`src/rtl/flush_ctrl.sv`:
```
// rtl/flush_ctrl.sv - exception/ertn flush sequencer
// Squashes the pipeline and drains in-flight fetch responses before redirecting IF.
module flush_ctrl #(
  parameter int MAX_OUTSTANDING = 2
) (
  input  logic        clk,
  input  logic        resetn,
  input  logic        wb_ex,
  input  logic        wb_ertn,
  input  logic [31:0] csr_eentry,
  input  logic [31:0] csr_era,
  input  logic        inst_req_fire,
  input  logic        inst_resp_fire,
  input  logic        redirect_ack,
  output logic        flush,
  output logic        fetch_stall,
  output logic        resp_discard,
  output logic        redirect_valid,
  output logic [31:0] redirect_pc,
  output logic        busy
);

  localparam int CW = $clog2(MAX_OUTSTANDING + 1);
  localparam logic [CW-1:0] CNT_MAX = CW'(MAX_OUTSTANDING);

  typedef enum logic [1:0] {
    S_IDLE  = 2'd0,
    S_DRAIN = 2'd1,
    S_REDIR = 2'd2
  } state_e;

  state_e        state_q, state_d;
  logic [CW-1:0] cnt_q, cnt_d;
  logic [31:0]   pc_q, pc_d;
  logic          trig;

  // A response with nothing outstanding and no matching request is spurious and dropped.
  always_comb begin
    cnt_d = cnt_q;
    if (inst_req_fire && !inst_resp_fire) begin
      cnt_d = cnt_q + CW'(1);
    end else if (!inst_req_fire && inst_resp_fire && (cnt_q != '0)) begin
      cnt_d = cnt_q - CW'(1);
    end
  end

  // Reset gating keeps flush low while resetn is held, even if WB still shows a retire.
  assign trig = resetn & (wb_ex | wb_ertn) & (state_q == S_IDLE);

  always_comb begin
    state_d = state_q;
    pc_d    = pc_q;
    flush   = 1'b0;
    unique case (state_q)
      S_IDLE: begin
        flush = trig;
        if (trig) begin
          pc_d    = wb_ex ? csr_eentry : csr_era;
          state_d = (cnt_d != '0) ? S_DRAIN : S_REDIR;
        end
      end
      S_DRAIN: begin
        if (cnt_d == '0) begin
          state_d = S_REDIR;
        end
      end
      S_REDIR: begin
        if (redirect_ack) begin
          state_d = S_IDLE;
        end
      end
      default: begin
        state_d = S_IDLE;
      end
    endcase
  end

  always_ff @(posedge clk or negedge resetn) begin
    if (!resetn) begin
      state_q <= S_IDLE;
      cnt_q   <= '0;
      pc_q    <= 32'h0;
    end else begin
      state_q <= state_d;
      cnt_q   <= cnt_d;
      pc_q    <= pc_d;
    end
  end

  assign fetch_stall    = (state_q == S_DRAIN) | (state_q == S_REDIR) | (cnt_q == CNT_MAX);
  assign resp_discard   = (state_q == S_DRAIN);
  assign redirect_valid = (state_q == S_REDIR);
  assign redirect_pc    = pc_q;
  assign busy           = (state_q != S_IDLE);

endmodule

```
`config.mk`:
```
export PLATFORM = sky130hd
export DESIGN_NAME = flush_ctrl
export DESIGN_NICKNAME = d
export VERILOG_FILES = /design/src/rtl/flush_ctrl.sv
export SDC_FILE = /design/constraint.sdc
export NUM_CORES = 1
export LEC_CHECK = 0
export ABC_AREA = 0
export BUFFER_PORTS_ARGS = -buffer_cell sky130_fd_sc_hd__buf_4
export CAP_MARGIN = 20
export CORE_MARGIN = 1
export CORE_UTILIZATION = 35
export CTS_CLUSTER_DIAMETER = 120
export DETAILED_ROUTE_END_ITERATION = 16
export PLACE_DENSITY = 0.73
export SETUP_SLACK_MARGIN = 0.2
export SLEW_MARGIN = 20
export SYNTH_ARGS = -nofsm -noshare
export SYNTH_HDL_FRONTEND = slang
export SYNTH_SLANG_ARGS = --single-unit
```
`constraint.sdc`:
```
create_clock -name clk -period 1.81 [get_ports clk]
set_clock_uncertainty 0.05 [all_clocks]
set_input_delay 0.362 -clock clk [delete_from_list [all_inputs] [get_ports clk]]
set_output_delay 0.362 -clock clk [all_outputs]
set_load 0.005 [all_outputs]
```
==> impl_results.md <==
* Status: complete, no violations
* Sw frac at 33.1%
* Slew Viols, Final at 0
* Netlist Area Pre-Place at 1900 µm²
* Worst-path cell chain: inv_2 -> ha_4 -> inv_2 -> or2_4 -> inv_2 -> buf_6
* Synth cell count leaders: dfrtp_1 (36), mux2i_1 (34), nand2_1 (33), o21ai_2 (18), o21ai_1 (16)
* Antenna violations before repair at 0
* Synth Area in XOR/XNOR at 0.461%
* Finish-stage setup viols at 0
* Largest family of logic cells by synthesized area: multiplexers
* Net Sw Power at around 1.4 mW
* PwrDens at roughly 1400 nW/µm²
* DP HPWL at 3220 µm
* Final setup TNS at 0 ns
* Slew margin rel. at 69.3%
* RSZ-0062 raised after global routing: yes
* Cell type with the largest total area after synthesis: dfrtp_1
* CP bufs+invs at 4
* ANT nets after route at 0
* Root buffer selected by CTS: clkbuf_8
* Hold Slack at a little under 0.08 ns
* Largest net degree at the start of global routing at 65
* Clock power share at 13.9%
* Routed vias at about 1,700
* WL final at between 4000 and 5000 µm
* Dominant synthesized flop cell: dfrtp_1
* Worst path top cell family by delay: flip-flops
* First-pass GRT wire length at a little under 7000 µm
* GRT overflow at 0
* Async SR Flop Fraction at 100%
* Core ar. at approximately 5200 µm²
* Flops & latches, synth at 36
* Seq/Total Area, Yosys at roughly 47%
* Maximum buffer depth of the clock tree at 2
* Placer Congestion at between 0.6 and 0.7
* Wire per inst at ~13 µm
* CTS Hold Bufs at 0
* Initial Util at ~37%
* Share of the synthesized area in the top cell type at 47.4%
* Reg-to-Reg Start: state_q[0]$_DFFE_PN0P_
* Critical path peak fanout at 2
* Comb power frac at a little over half
* Max VDD drop at approximately 660 µV
* Most common cell in the netlist: dfrtp_1
* Worst Path Arrival at between 1 and 1.5 ns
* Initial DRC Count at 80
* Cell Rows at 26
* Worst reg2reg endpoint: state_q[0]$_DFFE_PN0P_
* Most frequent cell on the critical path: inv_2
* Vias in the first global route at roughly 1,600
* Final hold vios at 0
* Share of cells above drive strength 1 at between 50% and 60%
* Clock Pin Slew Worst Setup and Hold Paths at about 0.070 ns
* Io pins at 108
* Via density at 4.60
* Clk sinks at 36
* Die extent in x at 75.7 µm
* Worst Setup SP: state_q[1]$_DFFE_PN0P_
* Compound-cell area share of the yosys netlist at 15.3%
* Multiplexer share of the synthesized area at 17.9%
* Post-Synth Simple-Gate Area at a little under a tenth
* Tot GR Track Use at between 10% and 20%
* Ys Warns at 0
* Netlist cell types at 25
* Tcrit/Tclk final at between 90% and 100%
* Detailed Routing Iterations Pass 1 at 4
* Maxcap violations at 0
* Fillcell total at around 460
* CTS tree: yes
* Tot Pwr at around 4.1 mW
* Slew @ Worst Pin at between 0.4 and 0.5 ns
* Crit Path Class: reg2out
* Avg Cell Area, Syn at between 10 and 15 µm²
* Most area-consuming cells after synthesis: dfrtp_1 (47%), mux2i_1 (18%), o21ai_2 (8.3%)
* Drt drc at 0
* Crit end category: output port
* Maximum clock rate at approximately 590 MHz
* Syn Nets at between 200 and 300
* Nets at roughly 370
* Hold Path Class: in2async
* Total CTS buffers at 5
* Seq pwr share at around 34%
* Post-Synth Adder-Cell Area at under 10%
* Layout overhead on the synthesized area at 59.4%
* Pint at roughly 2.8 mW
* R2r setup slk at ~0.24 ns
* Leakage at around 1.6 nW
* Die Area at roughly 5700 µm²
* H-tree depth at 2
* Worst r2r path cells at 7
* Crit start category: flip-flop
* Post-synth EDFFs at 0
* Clock Latency Late Sink at approximately 0.28 ns
* Slowest-stage cell, CP: dfrtp_1
* Die Ht at 75.7 µm
* Worst path max stage delay at between 0.3 and 0.4 ns
* Final Critical Period at 1.69 ns
* Required time of the critical path at 1.40 ns
* Mapped Cells at 176
* Buffers on Ports at approximately 110
* Antenna diodes at 0
worst max-delay path by stage:
stage | endpoint | slack (ns) | cells past startpoint
after global placement | flush | 0.25 | 6
after floorplan | flush | 0.19 | 7
after CTS | flush | 0.10 | 6
after detailed placement | redirect_pc[7]$_DFFE_PN0P_ | 0.19 | 7
after global routing | flush | 0.06 | 6
final | flush | 0.12 | 6
metrics by stage:
step	worst slack [ns]	instance area (µm²)	std cells	utilization [%]
after global routing	0.0559	3030	368	58.6
after CTS	0.101	2940	365	56.9
final	0.116	3030	368	58.6
after floorplan	0.186	1900	176	-
after detailed placement	0.191	2740	346	53.0
after global placement	0.255	2740	346	53.0
power by group through the flow:
stage               Sequential (mW)  Clock, mW  Combinational (mW)
finish                         1.38      0.574                2.18
global route                   1.43      0.629                2.42
CTS                            1.39      0.600                2.01
detailed placement             1.42          0                1.76
global placement               1.41          0                1.72
floorplan                      1.43          0               0.896
state kept, by name (all words and copies together) (netlist names):
| name | flops |
|---|---|
| redirect_pc | 32 |
| state_q | 2 |
| cnt_q | 2 |
cell families after synthesis:
family,count (synthesis)
AO/OA/AOI/OAI,41
AND/OR/NAND/NOR,42
flip-flops,36
multiplexers,34
buffers and inverters,17
XOR/XNOR,1
adder cells (fa/ha/maj),5
layout make-up:
cell class / instances / area, µm² / share of cell area, %
Tap cell: 70 / 87.6 / 2.89
Multi-Input combinational cell: 123 / 938 / 31.0
Clock buffer: 8 / 90.1 / 2.97
Sequential cell: 36 / 902 / 29.8
Inverter: 6 / 22.5 / 0.743
Timing Repair Buffer: 125 / 991 / 32.7
worst register-to-register path: cells and delay by family (launching register included):
kind	cells	cell delay [ns]
flip-flops	1	0.39
AND/OR/NAND/NOR	2	0.36
buffers and inverters	2	0.20
adder cells (fa/ha/maj)	1	0.14
AO/OA/AOI/OAI	2	0.32
routing by layer:
metal,GRT usage (%),part of all wire (%),up-vias
li1,-,-,854
met1,18.6,40,748
met2,27.2,49,78
met3,5.56,8.4,11
met4,6.58,2.3,0
met5,0,0,-
what timing repair did:
item / in CTS / in global routing
buffers inserted: 11 / 2
pin swaps: 3 / 3
resized for setup: 8 / 9
hold endpoints to repair: 0 / 0
cloned: 0 / 1
endpoints found under the setup margin: 6 / 39
layout by cell type, fill, tap and decap left out:
cell type  Yosys  final
buf_4          1    119
ha_1           5      2
clkbuf_1       1      2
mux2i_1       34     34
o31ai_1        1      1
a21oi_2        0      1
o221a_1        1      1
nand2_1       33     33
o311ai_1       1      1
nor2_1         2      2
o211ai_1       2      2
nand4bb_1      1      1
or2_2          2      1
clkbuf_16      0      1
buf_16         0      1
dfrtp_1       36     35
inv_2          1      4
buf_6          6      4
xnor2_1        1      1
nor2b_4        0      1
dfrtp_2        0      1
inv_1          5      2
o21ai_1       16     16
nand3b_1       1      1
o21ai_2       18     18
clkbuf_8       0      6
o22ai_1        1      1
or2_4          0      2
ha_4           0      3
nor2b_1        2      1
(Power assumes the default switching activity.)
